`config.mk`:
```
export PLATFORM = sky130hd
export DESIGN_NAME = sevenseg_scan_flat
export DESIGN_NICKNAME = d
export VERILOG_FILES = /design/src/rtl/sevenseg_scan_if.sv /design/src/rtl/sevenseg_scan.sv /design/src/flat_wrapper.sv
export SDC_FILE = /design/constraint.sdc
export NUM_CORES = 1
export LEC_CHECK = 0
export ABC_CLOCK_PERIOD_IN_PS = 7100
export BUFFER_PORTS_ARGS = -buffer_cell sky130_fd_sc_hd__buf_2
export CAP_MARGIN = 5
export CORE_MARGIN = 8
export CORE_UTILIZATION = 50
export CTS_BUF_LIST = sky130_fd_sc_hd__clkbuf_16
export CTS_CLUSTER_SIZE = 10
export DETAILED_ROUTE_END_ITERATION = 7
export HOLD_SLACK_MARGIN = 0.02
export PLACE_DENSITY = 0.7
export REMOVE_ABC_BUFFERS = 1
export SYNTH_ARGS = -nofsm -noshare
export SYNTH_HDL_FRONTEND = slang
export SYNTH_SLANG_ARGS = --single-unit
```
`constraint.sdc`:
```
create_clock -name clk -period 7.1 [get_ports clk]
set_clock_uncertainty 0.15 [all_clocks]
set_input_delay 1.42 -clock clk [delete_from_list [all_inputs] [get_ports clk]]
set_output_delay 1.42 -clock clk [all_outputs]
set_load 0.1 [all_outputs]
```
`src/rtl/sevenseg_scan_if.sv`:
```
// Write port and pin bundle for the 8-digit seven-segment scanner.
// master = display register side, slave = scanner.
interface sevenseg_scan_if;
    logic        wr_en;
    logic [31:0] wr_data;
    logic [7:0]  wr_mask;
    logic [7:0]  wr_dp;
    logic        pending;
    logic        frame_start;
    logic [7:0]  an;
    logic [6:0]  seg;
    logic        dp_n;

    modport master (
        output wr_en, wr_data, wr_mask, wr_dp,
        input  pending, frame_start, an, seg, dp_n
    );

    modport slave (
        input  wr_en, wr_data, wr_mask, wr_dp,
        output pending, frame_start, an, seg, dp_n
    );
endinterface

```
`src/rtl/sevenseg_scan.sv`:
```
// Time-multiplexed 8-digit common-anode driver with frame-boundary double buffering.
// Optional: SEVENSEG_LEADING_ZERO_BLANK_EN blanks enabled digits above the top non-zero nibble.
module sevenseg_scan #(
    parameter int CLK_FREQ_HZ  = 50_000_000,
    parameter int REFRESH_HZ   = 1000,
    parameter int BLANK_CYCLES = 16
) (
    input logic             clk,
    input logic             rst,
    sevenseg_scan_if.slave  bus
);
    localparam int DIV = CLK_FREQ_HZ / REFRESH_HZ;
    localparam int CW  = (DIV > 1) ? $clog2(DIV) : 1;
    localparam logic [CW-1:0] CNT_LAST  = CW'(DIV - 1);
    localparam logic [CW-1:0] CNT_BLANK = CW'(BLANK_CYCLES);

    typedef struct packed {
        logic [31:0] data;
        logic [7:0]  mask;
        logic [7:0]  dp;
    } disp_t;

    typedef enum logic {BLANK, SHOW} state_t;

    function automatic logic [6:0] hex7(input logic [3:0] n);
        case (n)
            4'h0: hex7 = 7'b0000001;
            4'h1: hex7 = 7'b1001111;
            4'h2: hex7 = 7'b0010010;
            4'h3: hex7 = 7'b0000110;
            4'h4: hex7 = 7'b1001100;
            4'h5: hex7 = 7'b0100100;
            4'h6: hex7 = 7'b0100000;
            4'h7: hex7 = 7'b0001111;
            4'h8: hex7 = 7'b0000000;
            4'h9: hex7 = 7'b0000100;
            4'hA: hex7 = 7'b0001000;
            4'hB: hex7 = 7'b1100000;
            4'hC: hex7 = 7'b0110001;
            4'hD: hex7 = 7'b1000010;
            4'hE: hex7 = 7'b0110000;
            default: hex7 = 7'b0111000;
        endcase
    endfunction

    // Mask actually loaded into the active buffer; digit 0 always keeps its enable.
    function automatic disp_t effective(input disp_t v);
        disp_t r;
        r = v;
`ifdef SEVENSEG_LEADING_ZERO_BLANK_EN
        begin
            logic [2:0] top;
            top = 3'd0;
            for (int k = 0; k < 8; k++)
                if (v.mask[k] && (v.data[4*k +: 4] != 4'h0)) top = 3'(k);
            for (int k = 1; k < 8; k++)
                if (3'(k) > top) r.mask[k] = 1'b0;
        end
`endif
        return r;
    endfunction

    logic [CW-1:0] cnt_q, cnt_d;
    logic [2:0]    idx_q;
    state_t        state_q, state_d;
    disp_t         act_q, pend_q, wr_s;
    logic          pend_vld_q;
    logic          wrap, boundary;

    logic [7:0]    an_d, an_q;
    logic [6:0]    seg_d, seg_q;
    logic          dp_n_d, dp_n_q, fs_q;
    logic [3:0]    nib;

    assign wr_s     = '{data: bus.wr_data, mask: bus.wr_mask, dp: bus.wr_dp};
    assign wrap     = (cnt_q == CNT_LAST);
    assign boundary = wrap && (idx_q == 3'd7);
    assign cnt_d    = wrap ? '0 : cnt_q + 1'b1;

    always_ff @(posedge clk) begin
        if (rst) begin
            cnt_q <= '0;
            idx_q <= 3'd0;
        end else begin
            cnt_q <= cnt_d;
            if (wrap) idx_q <= idx_q + 3'd1;
        end
    end

    // The state tracks the counter value it will be paired with next cycle.
    always_ff @(posedge clk) begin
        if (rst) state_q <= BLANK;
        else     state_q <= state_d;
    end

    always_comb begin
        state_d = SHOW;
        if (cnt_d < CNT_BLANK) state_d = BLANK;
    end

    assign nib = act_q.data[{idx_q, 2'b00} +: 4];

    always_comb begin
        an_d   = 8'hFF;
        seg_d  = 7'h7F;
        dp_n_d = 1'b1;
        if (state_q == SHOW) begin
            if (act_q.mask[idx_q]) an_d = ~(8'h01 << idx_q);
            seg_d  = hex7(nib);
            dp_n_d = ~act_q.dp[idx_q];
        end
    end

    always_ff @(posedge clk) begin
        if (rst) begin
            an_q   <= 8'hFF;
            seg_q  <= 7'h7F;
            dp_n_q <= 1'b1;
            fs_q   <= 1'b0;
        end else begin
            an_q   <= an_d;
            seg_q  <= seg_d;
            dp_n_q <= dp_n_d;
            fs_q   <= (cnt_q == '0) && (idx_q == 3'd0);
        end
    end

    // A write landing on the boundary bypasses the pending buffer.
    always_ff @(posedge clk) begin
        if (rst) begin
            act_q      <= '0;
            pend_q     <= '0;
            pend_vld_q <= 1'b0;
        end else if (boundary) begin
            if (bus.wr_en)       act_q <= effective(wr_s);
            else if (pend_vld_q) act_q <= effective(pend_q);
            pend_vld_q <= 1'b0;
        end else if (bus.wr_en) begin
            pend_q     <= wr_s;
            pend_vld_q <= 1'b1;
        end
    end

    assign bus.pending     = pend_vld_q;
    assign bus.frame_start = fs_q;
    assign bus.an          = an_q;
    assign bus.seg         = seg_q;
    assign bus.dp_n        = dp_n_q;
endmodule

```
`src/flat_wrapper.sv`:
```
// flat-port wrapper written by rule: the top's interface ports become plain ports
module sevenseg_scan_flat 
#(
    parameter int CLK_FREQ_HZ  = 50_000_000,
    parameter int REFRESH_HZ   = 1000,
    parameter int BLANK_CYCLES = 16
)
  (clk, rst, bus_wr_en, bus_wr_data, bus_wr_mask, bus_wr_dp, bus_pending, bus_frame_start, bus_an, bus_seg, bus_dp_n);
  sevenseg_scan_if bus_i ();
  input logic clk;
  input logic rst;
  input wire logic [$bits(bus_i.wr_en)-1:0] bus_wr_en;
  input wire logic [$bits(bus_i.wr_data)-1:0] bus_wr_data;
  input wire logic [$bits(bus_i.wr_mask)-1:0] bus_wr_mask;
  input wire logic [$bits(bus_i.wr_dp)-1:0] bus_wr_dp;
  output wire logic [$bits(bus_i.pending)-1:0] bus_pending;
  output wire logic [$bits(bus_i.frame_start)-1:0] bus_frame_start;
  output wire logic [$bits(bus_i.an)-1:0] bus_an;
  output wire logic [$bits(bus_i.seg)-1:0] bus_seg;
  output wire logic [$bits(bus_i.dp_n)-1:0] bus_dp_n;
  assign bus_i.wr_en = bus_wr_en;
  assign bus_i.wr_data = bus_wr_data;
  assign bus_i.wr_mask = bus_wr_mask;
  assign bus_i.wr_dp = bus_wr_dp;
  assign bus_pending = bus_i.pending;
  assign bus_frame_start = bus_i.frame_start;
  assign bus_an = bus_i.an;
  assign bus_seg = bus_i.seg;
  assign bus_dp_n = bus_i.dp_n;
  sevenseg_scan #(.CLK_FREQ_HZ(CLK_FREQ_HZ), .REFRESH_HZ(REFRESH_HZ), .BLANK_CYCLES(BLANK_CYCLES)) u_core (.clk(clk), .rst(rst), .bus(bus_i));
endmodule
```
Word level (Yosys, flattened, before mapping)
Memory sizes are Yosys's and may differ from the RTL's. A register that Yosys moved wholly into a read port is not among the register bits.
Cells that the tools add are included.
{ "word_totals": {"elab_cells": 45, "romBits": 112, "mem_count": 1, "input_bits": 51, "register_bits": 127} }
{ "memory_table": {"columns": ["memory", "depth", "word_bits", "rd", "rd_ports_with_merged_regs", "wr", "line", "text"], "rows": [
  ["(name not given)", 16, 7, 1, 1, 0, "sevenseg_scan.sv:26", "case (n)"]
]} }
{ "op_classes": {"eq_ne": 2, "mux": 8, "n_shift": 2, "bitwise_logic": 5, "n_reduce_logical": 10, "magnitude_cmp": 2, "addsub": 2} }
{ "op_table": {"columns": ["cell", "count"], "rows": [
  ["2-to-1 mux 48 bit", 2],
  ["indexed part select 32 x 6 -> 4 bit", 1],
  ["adder 16 x 1 -> 16 bit, second input constant", 1],
  ["== test 16 bit, second input constant", 1],
  ["zero test 16 bit", 1],
  ["less-than comparator 16 x 5 -> 1 bit, second input constant", 1],
  ["2-to-1 mux 16 bit", 1],
  ["NOT 8 bit", 1],
  ["left shift 1 x 3 -> 8 bit, first input constant", 1],
  ["binary-select mux 1 bit (select 3 bit)", 2],
  ["less-than comparator 3 x 4 -> 1 bit, second input constant", 1],
  ["NOT 1 bit", 4],
  ["AND reduction 2 bit", 2],
  ["OR reduction 2 bit", 2],
  ["adder 3 x 1 -> 3 bit, second input constant", 1],
  ["== test 3 bit, second input constant", 1],
  ["zero test 3 bit", 1],
  ["2-to-1 mux 1 bit", 3],
  ["OR reduction 3 bit", 1],
  ["logical AND 1 bit", 2],
  ["nonzero test 2 bit", 1]
]} }

Longest topological paths before layout
Gate-level depths: netlist of the first run.
{ "logic_depth": {"word_depth": 4, "mapped_depth": 10, "mapped_depth_nobuf": 9} }

Worst setup path before layout of the first run
No wires, ideal clock.
{ "synth_path": {"path_type": "input to register", "from": "input bus_wr_en", "to": "register u_core.act_q[0] (netlist bit)", "setup_slack_ns": 3.982, "setup_time_ns": 0.146, "arrival_ns": 2.821, "path_stages": 5, "path_buffers": 3, "required_time_ns": 6.804, "path_cell_list": "clkbuf_1 -> clkbuf_1 -> clkbuf_1 -> mux2i_1 -> a211oi_2"} }
{ "synth_via": {"elab_chain_len": 2} }
{ "synth_lines": {"columns": ["item", "line", "text"], "rows": [
  ["start, declared", "flat_wrapper.sv:12", "input wire logic [$bits(bus_i.wr_en)-1:0] bus_wr_en;"],
  ["nonzero test 2 bit (no line)", null, null],
  ["AND reduction 2 bit (no line)", null, null],
  ["end signal, assigned", "sevenseg_scan.sv:135", "if (bus.wr_en) act_q <= effective(wr_s);"],
  ["end signal, assigned", "sevenseg_scan.sv:136", "else if (pend_vld_q) act_q <= effective(pend_q);"],
  ["end, declared", "sevenseg_scan.sv:66", "disp_t act_q, pend_q, wr_s;"]
]} }
Several ways; a longest one is shown, not always the timed one.
A chain may end at the register's enable or synchronous reset.

Final worst setup path of the first run
{ "layout_path": {"from": "register u_core.idx_q[0]", "to": "register u_core.seg_q[3] (netlist: u_core.bus.seg[3])"} }
{ "layout_via": {"elab_chain_len": 1} }
{ "layout_lines": {"columns": ["item", "line", "text"], "rows": [
  ["start, declared", "sevenseg_scan.sv:64", "logic [2:0] idx_q;"],
  ["start signal, assigned", "sevenseg_scan.sv:86", "if (wrap) idx_q <= idx_q + 3'd1;"],
  ["indexed part select 32 x 6 -> 4 bit", "sevenseg_scan.sv:101", "assign nib = act_q.data[{idx_q, 2'b00} +: 4];"],
  ["end, declared", "sevenseg_scan.sv:71", "logic [6:0] seg_d, seg_q;"]
]} }
No other way between the ends.

==> impl_results.md, run 1 <==
* Initial antenna violation count at 0
* Clock root buffer: clkbuf_16
* Switching power total at about 0.39 mW
* Fin. Hold Viols at 0
* Met3 usage at 5.116%
* Ys async rst share at 0%
* CP top delay family: multiplexers
* Total negative slack at 0 ns
* Post-Layout Inst Area at around 7100 um^2
* Final period util at a little under half
* P_leak at 2.803 nW
* Slew @ Worst Pin at about 1.1 ns
* Gr usage total at between 10% and 20%
* Met1 Track Usage GR at around a fifth
* Post-Syn Instances at about 600
* Post-route ant nets at 0
* H-Tree Depth at 4
* Share of cells above drive strength 1 at between 20% and 30%
* CP Launch Type: flip-flop
* Final setup fails at 0
* Predominant post-synthesis flop cell: dfxtp_1
* Clock power share at between 40% and 50%
* I/O Buffers at 68
* Die ar. at between 15,000 and 20,000 um^2
* Vias in the first global route at 4,461
* EDFF count, synth at 0
* Crit path kind: flip-flop to flip-flop
* Area of the multi-input gates at 3232 um^2
* GPL Wtd Cong at 0.8521
* Hold path cells at 2
* Mapped cell area at ~6200 um^2
* Critical path's slowest cell: dfxtp_1
* Grt total ovfl at 0
* Hold WC Path Type: flip-flop to flip-flop
* Max-slew violation count at 0
* Post-DP Area at roughly 6500 um^2
* Seq/Total Area, Yosys at approximately 43%
* Crit path time final at between 3 and 4 ns
* Part of the power in registers at a little under half
* Routed wire per std cell at ~16 um
* First-pass GRT wire length at between 20,000 and 25,000 um
* CTS Sinks at about 130
* Max incr delay on CP at between 0.9 and 1 ns
* Worst setup EP type: flip-flop
* Post-CTS Setup Inserts at 0
* Yosys warnings at 0
* Placed Instances at 794
* Dpl ws at 3.414 ns
* Levels on crit path at 5
* Slew headroom at about 25%
* Vias/cell at between 5 and 6
* Worst vdd ir at 0.1491 mV
* F_max at 293.8 MHz
* CP max FO at 15
* Pwr/cell area at between 200 and 250 nW/um^2
* Row count at 40
* Final Total Pwr at 1.706 mW
* Dpl hpwl at slightly below 9000 um
* Worst Path Arrival at approximately 3.5 ns
* Largest net degree at the start of global routing at 97
* Die Y at 127.3 um
* Critical path, cell by cell: mux4_2 -> mux2i_1 -> mux2_2 -> nor2_1 -> o21ai_0
* Starting density of the core at between 50% and 60%
* CTS max path bufs at 2
* Storage cell area at about 2700 um^2
* Die Wd at 127.3 um
* N_diodes at 0
* Ports at 69
* Fillers at between 1k and 1.5k
* Mean Syn Cell Area at 10.34 um^2
* CP bufs+invs at 0
* Final WL at around 13,000 um
* Cts hold-fix bufs at 0
* Total number of vias at between 4k and 5k
* DRC Markers at 0
* Switching Share at between 20% and 30%
* Core Region at around 12,000 um^2
* Met2 global-route usage at 26.87%
* Pre-antenna DRT Iters at 4
* CTS tree: built
* Total CTS buffers at 17
* Final Non-Filler Cells at ~830
* Synthesis-stage register bit count at roughly 130
* Global route hottest layer: met2
* Worst Path Required at 7.18 ns
* Final setup margin at 3.696 ns
* Area delta synth->final at 14.38%
* Clock slew at reported path FFs at about 0.06 ns
* Max-cap viol count at 0
* 1st-iter DRT viols at about 440
* Status: completed
* Unrepaired setup endpoints after global routing: no
* Cells on worst reg2reg path at 5
* NumNets Final at about 700
* Logic pwr share at approximately 6.5%
* Pint at between 1 and 1.5 mW
* Unique masters post-synth at between 40 and 50
* Post-CTS Resized at 0
* Clock Latency Late Sink at 0.42 ns
## sequential cells by signal, indices dropped and copies added (netlist names), 3 cells and up
register        flops
u_core.idx_q        3
u_core.cnt_q       16
u_core.act_q       48
u_core.bus.an       8
u_core.bus.seg      7
u_core.pend_q      48
## worst register-to-register path: cells and delay by family, from the launching register on
kind / cells / cell delay (ns)
muxes: 3 / 1.87
DFF: 1 / 0.98
AOI/OAI and AO/OA: 1 / 0.14
and+or+nand+nor: 1 / 0.09
## path summary, 6_finish.rpt
kind	start	end	slack [ns]
min	u_core.pend_q[45]	u_core.pend_q[45]	0.34
min reg2reg	u_core.pend_q[45]	u_core.pend_q[45]	0.34
max reg2reg	u_core.idx_q[0]	u_core.bus.seg[3]	3.70
max	u_core.idx_q[0]	u_core.bus.seg[3]	3.70
## cells by family (layout without fill, tap and decap cells)
kind of cell | Yosys count | in the layout | synth area share, %
mux | 114 | 114 | 20.88
simple gates | 190 | 190 | 13.77
fa+ha+maj | 15 | 15 | 3.029
flops | 134 | 134 | 43.30
compound gates | 74 | 74 | 12.04
xor+xnor | 16 | 16 | 2.262
buf+inv | 56 | 115 | 4.725
## synthesized netlist by cell type (all sizes together), types with 2 or more instances
| cell | instances | area (um^2) |
|---|---|---|
| dfxtp | 134 | 2683 |
| a21oi | 3 | 15.01 |
| nand2 | 24 | 90.09 |
| mux2i | 100 | 1001 |
| o21a | 2 | 15.01 |
| o211ai | 3 | 22.52 |
| nand4 | 8 | 50.05 |
| nand3 | 9 | 45.04 |
| nor4b | 2 | 17.52 |
| mux4 | 12 | 270.3 |
| nor2 | 119 | 446.7 |
| nor3b | 2 | 26.28 |
| or4 | 2 | 22.52 |
| ha | 15 | 187.7 |
| a211oi | 51 | 578.1 |
| clkbuf | 28 | 105.1 |
| xor2 | 4 | 35.03 |
| and3 | 2 | 12.51 |
| mux2 | 2 | 22.52 |
| nor3 | 6 | 30.03 |
| nand2b | 3 | 18.77 |
| o221ai | 3 | 26.28 |
| inv | 10 | 37.54 |
| o21ai | 4 | 20.02 |
| buf | 17 | 146.4 |
| a21boi | 2 | 15.02 |
| nor4 | 6 | 43.79 |
| and2 | 2 | 12.51 |
| xnor2 | 12 | 105.1 |
## power groups by stage
stage | registers, mW | logic, mW | clock network [mW]
2_1_floorplan | 0.803 | 0.0593 | 0
3_3_place_gp | 0.798 | 0.108 | 0
3_5_place_dp | 0.798 | 0.112 | 0
4_1_cts | 0.783 | 0.112 | 0.826
5_1_grt | 0.785 | 0.122 | 0.859
6_report | 0.783 | 0.111 | 0.813
## cell usage in the layout, fill, tap and decap left out, types with 4 or more instances in the layout
master,n
dfxtp_1,134
nor2_1,119
mux2i_1,100
buf_2,67
a211oi_2,39
nand2_1,24
clkbuf_16,17
ha_1,15
inv_1,13
mux4_2,12
a211oi_1,12
xnor2_1,12
nand3_1,9
nand4_1,8
nor3_1,6
nor4_1,5
clkinv_2,5
buf_4,5
clkinv_1,4
o21ai_0,4
xor2_1,4
## final cells by class
type | count | area share (%)
clock buffers | 17 | 6.003
clock inverters | 15 | 1.730
inverters | 11 | 0.5826
multi-input cells | 409 | 45.60
flip-flops and latches | 134 | 37.85
well taps | 168 | 2.966
repair buffers | 72 | 5.261
## layer usage
| metal | share of wire, % | vias up |
|---|---|---|
| li1 | - | 2216 |
| met5 | 0 | - |
| met1 | 45 | 2095 |
| met2 | 48 | 99 |
| met3 | 5.1 | 15 |
| met4 | 1.3 | 0 |
## stage by stage
| step | util (%) | hold slack [ns] |
|---|---|---|
| final | 58.76 | 0.3398 |
| after global routing | 58.76 | 0.3629 |
| after CTS | 58.76 | 0.3449 |
| after detailed placement | 54.21 | 0.3293 |
| after global placement | 54.21 | 0.3218 |
| after floorplan | - | 0.3096 |
No activity file was read; power rests on OpenSTA's default activity.
==> run 2: changes to the inputs <==
Settings changed: ABC_CLOCK_PERIOD_IN_PS 7100 to 3100, PLACE_DENSITY 0.7 to 0.72.
Clock period 7.1 ns to 3.1 ns, I/O delays scaled along.
==> run 2 against run 1 <==
Die area unchanged. Clock power rose by 150%. Via count hardly changed. Register-to-register slack worse by 3.4 ns. Cell count rose by 1.2%. Fmax rose by 23%. Power grew 140%. Critical path type unchanged. Critical endpoint is now u_core.act_q[22].
==> impl_results.md, run 2 (synthesis gave the netlist of run 1 again) <==
* CP Launch Type: flip-flop
* NumNets Final at about 720
* Crit path kind: flip-flop to flip-flop
* Unrepaired setup endpoints after global routing: no
* Post-CTS Setup Inserts at 0
* Final WL at ~13,000 um
* Cells on worst reg2reg path at 6
* Reg2reg setup slack at roughly 0.34 ns
* CTS tree: built
* Final Total Pwr at just over 4 mW
* Post-CTS Resized at 0
* Slew @ Worst Pin at roughly 0.70 ns
* Critical path's slowest cell: or4_4
* Fin. Hold Viols at 0
* Pwr/cell area at 563.4 nW/um^2
* Dpl hpwl at about 9000 um
* Clock root buffer: clkbuf_16
* Slew headroom at a little over half
* Row count at 40
* Gr usage total at between 10% and 20%
* Starting density of the core at around 50%
* Initial antenna violation count at 0
* Max-slew violation count at 0
* N_diodes at 0
* Total CTS buffers at 17
* Hold Path End: u_core.pend_q[22]
* Max incr delay on CP at between 0.5 and 0.6 ns
* Clock Latency Late Sink at 0.41 ns
* CTS max path bufs at 2
* Core Region at roughly 12,000 um^2
* Worst setup EP type: flip-flop
* Final period util at about nine tenths
* Hold WS at ~0.31 ns
* Crit-path most repeated cell: or4_4
* Grt total ovfl at 0
* Largest regs: u_core.act_q (48), u_core.pend_q (48), u_core.cnt_q (16)
* GPL Wtd Cong at roughly 0.84
* Clock slew at reported path FFs at approximately 0.050 ns
* Total number of vias at around 4.4k
* Die ar. at roughly 16,000 um^2
* H-Tree Depth at 4
* F_max at about 360 MHz
* Fillers at slightly above 1k
* Final setup fails at 0
* Vias/cell at 5.298
* Share of cells above drive strength 1 at around 25%
* Status: completed
* Most common cell after layout, fill and taps aside: dfxtp_1
* Cts hold-fix bufs at 0
* Die Wd at 127.3 um
* Worst Path Required at between 3 and 4 ns
* CTS Sinks at about 130
* Critical path, cell by cell: or4_4 -> or4_4 -> nor3b_4 -> buf_12 -> nor2_1 -> a211oi_1
* Storage cell area at between 2000 and 3000 um^2
* Worst Path Arrival at just under 3 ns
* First-pass GRT wire length at around 22,000 um
* Routed wire per std cell at between 15 and 20 um
* Commonest non-fill, non-tap cells in the layout: dfxtp_1 (134), nor2_1 (119), mux2i_1 (100), buf_2 (67), a211oi_2 (39)
* Hold WC Path Type: input port to flip-flop
* Area of the multi-input gates at around 3200 um^2
* Max-cap viol count at 0
* Hold path cells at 3
* CP max FO at 96
* Crit path time final at 2.758 ns
* Vias in the first global route at about 4.4k
* Die Y at approximately 130 um
* Worst vdd ir at between 0.3 and 0.4 mV
* 1st-iter DRT viols at 316
* Post-route ant nets at 0
* RR Endpoint: u_core.act_q[22]
* Largest net degree at the start of global routing at 97
* I/O Buffers at 68
* Worst Hold Launch: bus_wr_data[6]
* Area delta synth->final at 16.56%
* Pre-antenna DRT Iters at 5
* DRC Markers at 0
* RR Startpoint: u_core.cnt_q[11]
* P_leak at 2.879 nW
* Ports at 69
## run 2: changes by cell type in the layout (fill, tap and decap cells not counted), sizes merged
cell / previous run / this run
clkinvlp: 2 / 1
clkinv: 9 / 8
buf: 72 / 82
bufinv: 2 / 4
## run 2: report_power, final
| part | switching (mW) | leakage (nW) | internal (mW) | total [mW] |
|---|---|---|---|---|
| registers | 0.0253 | 1.09 | 1.77 | 1.79 |
| clock network | 0.703 | 0.302 | 1.32 | 2.02 |
| logic | 0.150 | 1.49 | 0.106 | 0.256 |
| total | 0.878 | 2.88 | 3.19 | 4.07 |
## run 2: cell type report
class,instances,area share (%)
Sequential cell,134,37.14
Multi-Input combinational cell,409,44.75
Clock inverter,15,2.356
Timing Repair Buffer,82,6.376
Clock buffer,17,5.891
Tap cell,168,2.911
Inverter,11,0.5717
## run 2: stage by stage
| stage | std cells | instance area (um^2) | setup TNS [ns] | utilization (%) | setup WS, ns |
|---|---|---|---|---|---|
| after floorplan | 554 | 5944 | -150.29 | - | -1.799 |
| after global placement | 804 | 6626 | 0 | 54.94 | 0.4410 |
| after detailed placement | 804 | 6626 | 0 | 54.94 | 0.3775 |
| after CTS | 836 | 7222 | 0 | 59.88 | 0.3553 |
| after global routing | 836 | 7222 | 0 | 59.88 | 0.1552 |
| final | 836 | 7222 | 0 | 59.88 | 0.3416 |
## run 2: per-layer routing
metal  GRT usage, %  vias to the layer above  routed length (um)
met5              0                        -                   0
met4          5.038                        0                 107
met3          5.241                        8                 624
met2          28.09                       78                6410
met1          20.04                     2107                5747
li1               -                     2236                   -
## run 2: critical path: cells and delay by family, from the launching register on
family / cells / cell delay, ns
buffers and inverters: 1 / 0.39
AOI/OAI and AO/OA: 1 / 0.21
DFF: 1 / 0.39
and+or+nand+nor: 4 / 1.45
## run 2: how the worst max path moves through the flow
stage	start	end	slack, ns	cells past startpoint
floorplan	u_core.idx_q[0]	u_core.pend_q[0]	-1.80	5
global placement	u_core.cnt_q[11]	u_core.act_q[24]	0.44	6
detailed placement	u_core.cnt_q[11]	u_core.act_q[25]	0.38	6
CTS	u_core.cnt_q[11]	u_core.act_q[34]	0.36	6
global route	u_core.cnt_q[7]	u_core.act_q[27]	0.16	6
finish	u_core.cnt_q[11]	u_core.act_q[22]	0.34	6
==> run 3: changes to the inputs <==
Settings changed: MAX_ROUTING_LAYER set to met4.
==> run 3 against run 2 <==
Utilization is 0.10 points higher. Power about the same. Combinational power about the same. Critical endpoint is now u_core.act_q[28]. Largest cell class unchanged. Largest power group unchanged. Clock-buffer cell count unchanged.
==> impl_results.md, run 3 (synthesis gave the netlist of run 1 again) <==
* NumNets Final at approximately 720
* DR top layer: met4
* Hold WC Path Type: input port to flip-flop
* Clock slew at reported path FFs at around 0.060 ns
* Post-CTS Setup Inserts at 0
* Initial antenna violation count at 0
* Worst setup EP type: flip-flop
* Vias/cell at between 5 and 6
* M1 WL at 5892 um
* Worst Path Required at around 3.3 ns
* Post-route ant nets at 0
* F_max at 356.3 MHz
* Met3 WL post-DR at slightly above 400 um
* Total number of vias at between 4k and 5k
* 1st-iter DRT viols at between 300 and 400
* Post-CTS Resized at 0
* GPL Wtd Cong at 0.8157
* Crit path kind: flip-flop to flip-flop
* Die Wd at 127.3 um
* Vias in the first global route at between 4k and 5k
* Worst vdd ir at between 0.3 and 0.4 mV
* Logic pwr share at around 6.3%
* DRC Markers at 0
* Switching power total at a little under 0.9 mW
* Final setup fails at 0
* Row count at 40
* Die Y at ~130 um
* Largest net degree at the start of global routing at ~110
* Share of cells above drive strength 1 at roughly a quarter
* Cts hold-fix bufs at 0
* Final WL at about 13,000 um
* I/O Buffers at slightly below 70
* CTS Sinks at 134
* Commonest non-fill, non-tap cells in the layout: dfxtp_1 (134), nor2_1 (119), mux2i_1 (100), buf_2 (67), a211oi_2 (39)
* Fin. Hold Viols at 0
* Largest regs: u_core.act_q (48), u_core.pend_q (48), u_core.cnt_q (16)
* Slew headroom at a little over half
* Crit-path most repeated cell: or4_4
* Pwr/cell area at approximately 560 nW/um^2
* P_leak at 2.887 nW
* Core Region at 12,060 um^2
* Pre-antenna DRT Iters at 5
* Unrepaired setup endpoints after global routing: no
* Critical path's slowest cell: or4_4
* H-Tree Depth at 4
* Crit path time final at 2.807 ns
* Switching Share at a little over a fifth
* Total negative slack at 0 ns
* Most common cell after layout, fill and taps aside: dfxtp_1
* CP max FO at 96
* CP Launch Type: flip-flop
* Clock power share at between 40% and 50%
* Max-cap viol count at 0
* Status: completed
* Max incr delay on CP at just under 0.6 ns
* Area delta synth->final at 16.76%
* Max-slew violation count at 0
* First-pass GRT wire length at between 20,000 and 25,000 um
* Starting density of the core at 51.37%
* Ports at a little under 70
* Part of the power in registers at between 40% and 50%
* Dpl ws at roughly 0.33 ns
* Gr usage total at 17.05%
* Slew @ Worst Pin at slightly below 0.7 ns
* Met2 WL at 6590 um
* Util after Layout at around three fifths
* CTS tree: built
* Final period util at 90.54%
* Total CTS buffers at 17
* Routed wire per std cell at about 16 um
* CTS max path bufs at 2
* Final setup margin at around 0.29 ns
* Critical path, cell by cell: or4_4 -> or4_4 -> nor3b_4 -> buf_12 -> nor2_1 -> a211oi_2
* Grt total ovfl at 0
* Die ar. at between 15,000 and 20,000 um^2
* Clock root buffer: clkbuf_16
* Clock Latency Late Sink at roughly 0.42 ns
* Worst Path Arrival at roughly 3.0 ns
* N_diodes at 0
* Pint at between 3 and 4 mW
* Dpl hpwl at roughly 9000 um
## run 3: power by group through the flow
| stage | registers, mW | clock network (mW) | logic [mW] |
|---|---|---|---|
| final | 1.79 | 2.02 | 0.257 |
| after global routing | 1.80 | 2.14 | 0.282 |
| after floorplan | 1.84 | 0 | 0.136 |
| after global placement | 1.83 | 0 | 0.253 |
| after detailed placement | 1.83 | 0 | 0.260 |
| after CTS | 1.79 | 2.06 | 0.261 |
## run 3: area by class of cell
cell class                      count  area, um^2
Clock inverter                     15       170.2
Tap cell                          168       210.2
Multi-Input combinational cell    409        3232
Sequential cell                   134        2683
Clock buffer                       17       425.4
Fill cell                         996        4827
Timing Repair Buffer               82       473.0
Inverter                           11       41.29
## run 3: final timing paths
kind,start,to,slack (ns),cells past startpoint
worst max register to register,u_core.cnt_q[7],u_core.act_q[28],0.29,6
worst min register to register,u_core.act_q[26],u_core.act_q[26],0.34,2
worst min-delay path,bus_wr_data[28],u_core.pend_q[44],0.30,3
worst max-delay path,u_core.cnt_q[7],u_core.act_q[28],0.29,6
## run 3: through the flow
| stage | instance area [um^2] | power [mW] | instances | hold slack [ns] |
|---|---|---|---|---|
| after floorplan | 5944 | 1.974 | 554 | 0.3096 |
| after global routing | 7234 | 4.220 | 836 | 0.3095 |
| after detailed placement | 6639 | 2.087 | 804 | 0.3276 |
| after global placement | 6639 | 2.078 | 804 | 0.3219 |
| final | 7234 | 4.072 | 836 | 0.3029 |
| after CTS | 7234 | 4.112 | 836 | 0.2953 |
## run 3: worst max-delay path: cells and delay by family (launching register included)
kind                   cells  cell delay (ns)
AND/OR/NAND/NOR            4             1.51
AO/OA/AOI/OAI              1             0.22
flip-flops                 1             0.38
buffers and inverters      1             0.38
## run 3: per-layer routing
layer | vias to the layer above | global-route usage (%)
met5 | - | -
met4 | 0 | 6.508
met3 | 8 | 4.077
met2 | 62 | 28.65
met1 | 2180 | 19.38
li1 | 2227 | -
